`config.mk`:
```
export PLATFORM = sky130hd
export DESIGN_NAME = training_sample_feeder
export DESIGN_NICKNAME = d
export VERILOG_FILES = /design/src/rtl/training_sample_feeder.sv
export SDC_FILE = /design/constraint.sdc
export NUM_CORES = 1
export LEC_CHECK = 0
export CORE_ASPECT_RATIO = 0.5
export CORE_MARGIN = 5
export CORE_UTILIZATION = 40
export DETAILED_ROUTE_END_ITERATION = 12
export PLACE_DENSITY = 0.58
export REMOVE_ABC_BUFFERS = 1
export SLEW_MARGIN = 5
export SYNTH_ARGS = -nofsm -noshare
export SYNTH_HDL_FRONTEND = slang
export SYNTH_SLANG_ARGS = --single-unit
export TNS_END_PERCENT = 30
```
`constraint.sdc`:
```
create_clock -name clk -period 4.3 [get_ports clk]
set_input_delay 0.43 -clock clk [delete_from_list [all_inputs] [get_ports clk]]
set_output_delay 0.43 -clock clk [all_outputs]
set_load 0.02 [all_outputs]
```
`src/rtl/training_sample_feeder.sv`:
```
// Training sample buffer and epoch sequencer for the perceptron datapath.
// Presents stored samples one per 'next', tracks per-epoch updates, reports convergence/timeout.
module training_sample_feeder #(
    parameter int DEPTH     = 16,
    parameter int AW        = 4,
    parameter int EW        = 8,
    parameter int MAX_EPOCH = 200
) (
    input  logic          clk,
    input  logic          rst,
    input  logic          clr,
    input  logic          wr_en,
    input  logic [6:0]    wr_x1,
    input  logic [6:0]    wr_x2,
    input  logic [1:0]    wr_t,
    input  logic          start,
    input  logic          next,
    input  logic          upd,
    output logic [6:0]    x1Data,
    output logic [6:0]    x2Data,
    output logic [1:0]    tData,
    output logic          sample_valid,
    output logic [AW-1:0] idx,
    output logic [AW:0]   count,
    output logic          full,
    output logic          epoch_done,
    output logic [EW-1:0] epoch,
    output logic          converged,
    output logic          timeout,
    output logic          busy
);

    typedef enum logic [1:0] {IDLE, SHOW, EVAL, DONE} state_t;

    state_t state, state_next;

    logic [15:0]   mem [DEPTH];
    logic          dirty;
    logic          last;
    logic          do_write, do_begin, do_rewind, do_advance, do_consume;
    logic          set_conv, set_timeout;
    logic [AW-1:0] rd_idx;
    logic [15:0]   rd_word;

    assign last         = ({1'b0, idx} == count - (AW+1)'(1));
    assign full         = (count == (AW+1)'(DEPTH));
    assign sample_valid = (state == SHOW);
    assign busy         = (state == SHOW) || (state == EVAL);
    assign epoch_done   = (state == EVAL);

    // The output register is loaded with the word the next cycle will present.
    assign rd_idx  = do_advance ? idx + AW'(1) : '0;
    assign rd_word = mem[rd_idx];

    always_ff @(posedge clk or negedge rst) begin
        if (!rst) state <= IDLE;
        else      state <= state_next;
    end

    always_comb begin
        state_next  = state;
        do_write    = 1'b0;
        do_begin    = 1'b0;
        do_rewind   = 1'b0;
        do_advance  = 1'b0;
        do_consume  = 1'b0;
        set_conv    = 1'b0;
        set_timeout = 1'b0;
        if (clr) begin
            state_next = IDLE;
        end else begin
            case (state)
                IDLE: begin
                    if (start && count != '0) begin
                        state_next = SHOW;
                        do_begin   = 1'b1;
                    end else if (wr_en && !full) begin
                        do_write = 1'b1;
                    end
                end
                SHOW: begin
                    if (next) begin
                        do_consume = 1'b1;
                        if (last) state_next = EVAL;
                        else      do_advance = 1'b1;
                    end
                end
                EVAL: begin
                    if (!dirty) begin
                        state_next = DONE;
                        set_conv   = 1'b1;
                    end else if (epoch == EW'(MAX_EPOCH - 1)) begin
                        state_next  = DONE;
                        set_timeout = 1'b1;
                    end else begin
                        state_next = SHOW;
                        do_rewind  = 1'b1;
                    end
                end
                DONE: begin
                    if (start && count != '0) begin
                        state_next = SHOW;
                        do_begin   = 1'b1;
                    end
                end
                default: state_next = IDLE;
            endcase
        end
    end

    always_ff @(posedge clk) begin
        if (do_write) mem[count[AW-1:0]] <= {wr_x1, wr_x2, wr_t};
    end

    always_ff @(posedge clk or negedge rst) begin
        if (!rst) begin
            count     <= '0;
            idx       <= '0;
            epoch     <= '0;
            dirty     <= 1'b0;
            converged <= 1'b0;
            timeout   <= 1'b0;
            x1Data    <= '0;
            x2Data    <= '0;
            tData     <= '0;
        end else if (clr) begin
            count     <= '0;
            idx       <= '0;
            epoch     <= '0;
            dirty     <= 1'b0;
            converged <= 1'b0;
            timeout   <= 1'b0;
        end else begin
            if (do_write) count <= count + (AW+1)'(1);
            if (do_begin || do_rewind) begin
                idx   <= '0;
                dirty <= 1'b0;
            end
            if (do_begin) begin
                epoch     <= '0;
                converged <= 1'b0;
                timeout   <= 1'b0;
            end
            if (do_advance) idx <= idx + AW'(1);
            if (do_consume) dirty <= dirty | upd;
            if (do_begin || do_rewind || do_advance) {x1Data, x2Data, tData} <= rd_word;
            if (state == EVAL) epoch <= epoch + EW'(1);
            if (set_conv)    converged <= 1'b1;
            if (set_timeout) timeout   <= 1'b1;
        end
    end

endmodule

```
==> summary.md <==
| Metric | Value |
|---|---|
| Routed WL | 31.29 mm |
| Period utilisation layout | 82.82% |
| RSZ-0062 raised after global routing | no |
| WHS | 0.07593 ns |
| Post-synth EDFFs | 256 |
| First-pass iteration count of the detailed router | 5 |
| Post-synth ARST share | 12.93% |
| Global routing usage on met2 | 28.17% |
| Mapped Area | 0.01228 mm2 |
| Antenna viol nets, final | 0 |
| Initial antenna violation count | 0 |
| Crit path kind | reg -> reg |
| Number of diodes | 0 |
| Worst Skew | 0.01190 ns |
| Tightest Pin Transition | 1.071 ns |
| Critical Path Fanout Max | 19 |
| Final Setup Violations | 0 |
| Leak | 0.004898 uW |
| Vias in the first global route | 7470 |
| Num rows | 45 |
| Total clock sinks | 294 |
| Mean Syn Cell Area | 15.49 um2 |
| Placed Area | 0.01356 mm2 |
| Number of synthesized register bits | 294 |
| First-pass GRT wire length | 47.55 mm |
| CP Launch Type | register |
| Share of post-route cells with drive strength above 1 | 18.06% |
| Post-CTS sizing | 0 |
| Largest net degree at the start of global routing | 48 |
| Initial core utilization | 40.55% |
| Clock H-tree levels | 1 |
| Synthesis Warnings | 0 |
| Power per Cell Area | 523.8 mW/mm2 |
| DR iter-0 viols | 822 |
| Setup TNS | 0 ns |
| Maximum buffer depth of the clock tree | 3 |
| Setup Fix Bufs, Post-CTS | 0 |
| Die area | 0.03453 mm2 |
| GR Util met3 | 3.254% |
| Ports | 62 |
| Core box area | 0.03029 mm2 |
| Worst ir drop on vdd | 0.2815 mV |
| Min-delay worst type | in -> async |
| Routability cong. | 0.8327 |
| Die Span Y | 133.9 um |
| WL per Instance | 24.15 um |
| Data arrival time at the worst-slack endpoint | 4.05 ns |
| Layout Cell Area excl Fill | 0.01452 mm2 |
| CP required | 4.79 ns |
| Unique masters post-synth | 59 |
| Final hold vios | 0 |
| Max-slew violation count | 0 |
| Area grow syn2layout | 18.21% |
| Clock root buffer | clkbuf_16 |
| Fill count | 2609 |
| Vias | 7406 |
| CTS tree | done |
| Gr usage total | 17.93% |
| Die Wd | 257.8 um |
| Drt drc | 0 |
| GRT busiest layer | met2 |
| CP endpoint kind | register |
| Post-synthesis sequential area ratio | 70.32% |
| Number of buffers added on ports | 61 |
| CTS Buf Count | 28 |
| Clock transition at path regs | 0.06 ns |
| DPL Wire Length | 18.88 mm |
| Met1 Usage GRT | 26.56% |
| Vias per Instance | 5.715 |
| Fmax achieved | 0.2808 GHz |
| Final min period | 3.561 ns |
| Mapped Cells | 793 |
| Slew headroom | 28.58% |
| GRT overflow | 0 |
| Final net count | 907 |
| Post-synth top flop | edfxtp_1 |
| Outcome | finished, final reports clean |
| Hold-fix buffers at CTS | 0 |
| Worst skew pair latency | 0.56 ns |
| Worst Reg-to-Reg Cells | 7 |
| Max cap viols | 0 |
worst max-delay path, cell delays in order, from the launching register on:
cell and delay, ns:
dfrtp_1 0.51, inv_1 0.11, ha_1 0.26, nor4b_1 0.19, or3_1 0.80, o311ai_0 0.61, and2_1 0.74, a31o_2 0.27
placed cells by master (no fill, tap or decap), drive strengths merged, types with 23 or more instances in the layout:
cell type        n
a221oi          32
buf             40
clkbuf          39
clkdlybuf4s50   60
dfrtp           38
edfxtp         256
mux2            23
mux2i           29
nand2           64
nor2            28
o211ai          27
o21ai           39
metal layers:
metal	wire, um	up-vias
li1	-	3300
met1	14520	3834
met2	14240	242
met3	2023	30
met4	506	0
met5	0	-
cells by family after synthesis:
family | after synthesis | synth area share [%]
xor+xnor | 14 | 1.243
simple gates | 168 | 6.835
fa+ha+maj | 9 | 0.9167
mux | 68 | 7.405
flops | 294 | 70.32
buf+inv | 67 | 2.322
compound gates | 173 | 10.96
area by class of cell:
cell class,instances,area [um2],share of cell area (%)
flip-flops and latches,294,8642,59.51
repair buffers,100,910.9,6.273
clock inverters,13,186.4,1.284
inverters,19,71.32,0.4911
well taps,399,499.2,3.438
clock buffers,39,772.0,5.316
multi-input cells,432,3440,23.69
report_power, final:
part / internal [uW] / switching, uW
clock network: 1500 / 1070
logic: 647 / 1020
registers: 3260 / 110
cell usage after synthesis (3+ instances only):
library cell | instances | area share [%]
a2111o_1 | 3 | 0.27
a21oi_1 | 11 | 0.45
a221oi_1 | 32 | 2.3
a31o_2 | 13 | 0.93
and2_1 | 20 | 1.0
and3_1 | 3 | 0.15
buf_2 | 9 | 0.37
clkbuf_1 | 34 | 1.0
dfrtp_1 | 38 | 7.7
edfxtp_1 | 256 | 63
ha_1 | 9 | 0.92
inv_1 | 19 | 0.58
mux2_2 | 23 | 2.1
mux2i_1 | 29 | 2.4
mux4_2 | 16 | 2.9
nand2_1 | 64 | 2.0
nand2b_1 | 5 | 0.25
nand3_1 | 5 | 0.20
nand4_1 | 3 | 0.15
nor2_1 | 28 | 0.86
nor2b_1 | 3 | 0.15
nor3_1 | 10 | 0.41
nor3b_1 | 12 | 0.73
o211ai_1 | 27 | 1.6
o21ai_0 | 38 | 1.5
o311a_1 | 13 | 1.1
o311ai_1 | 4 | 0.29
o32a_1 | 3 | 0.24
o32ai_1 | 13 | 0.93
or3_1 | 5 | 0.25
xnor2_1 | 6 | 0.43
xor2_1 | 5 | 0.36
per-stage QoR:
stage	power, uW	worst slack (ns)	util [%]	std cells
2_1_floorplan	4402	-0.8012	-	745
5_1_grt	7926	0.4914	47.94	1296
3_3_place_gp	5067	0.8752	44.77	1244
4_1_cts	7654	0.7681	47.94	1296
6_report	7606	0.7386	47.94	1296
3_5_place_dp	5096	0.7462	44.77	1244
registers in the layout, indices dropped and copies added, names as in the netlist, 2 cells and up:
signal and cells:
x2Data 7, x1Data 7, tData 2, count 5, idx 4, mem 256
state 2, epoch 8
final timing paths:
path / startpoint / endpoint / slack, ns
max reg2reg: count[0] / x1Data[2] / 0.74
min: rst / timeout / 0.08
min reg2reg: tData[0] / tData[0] / 0.53
min in group clk: upd / dirty / 0.49
max in group asynchronous: rst / idx[0] / 3.44
max: count[0] / x1Data[2] / 0.74
Power figures use the tool's default switching activity.
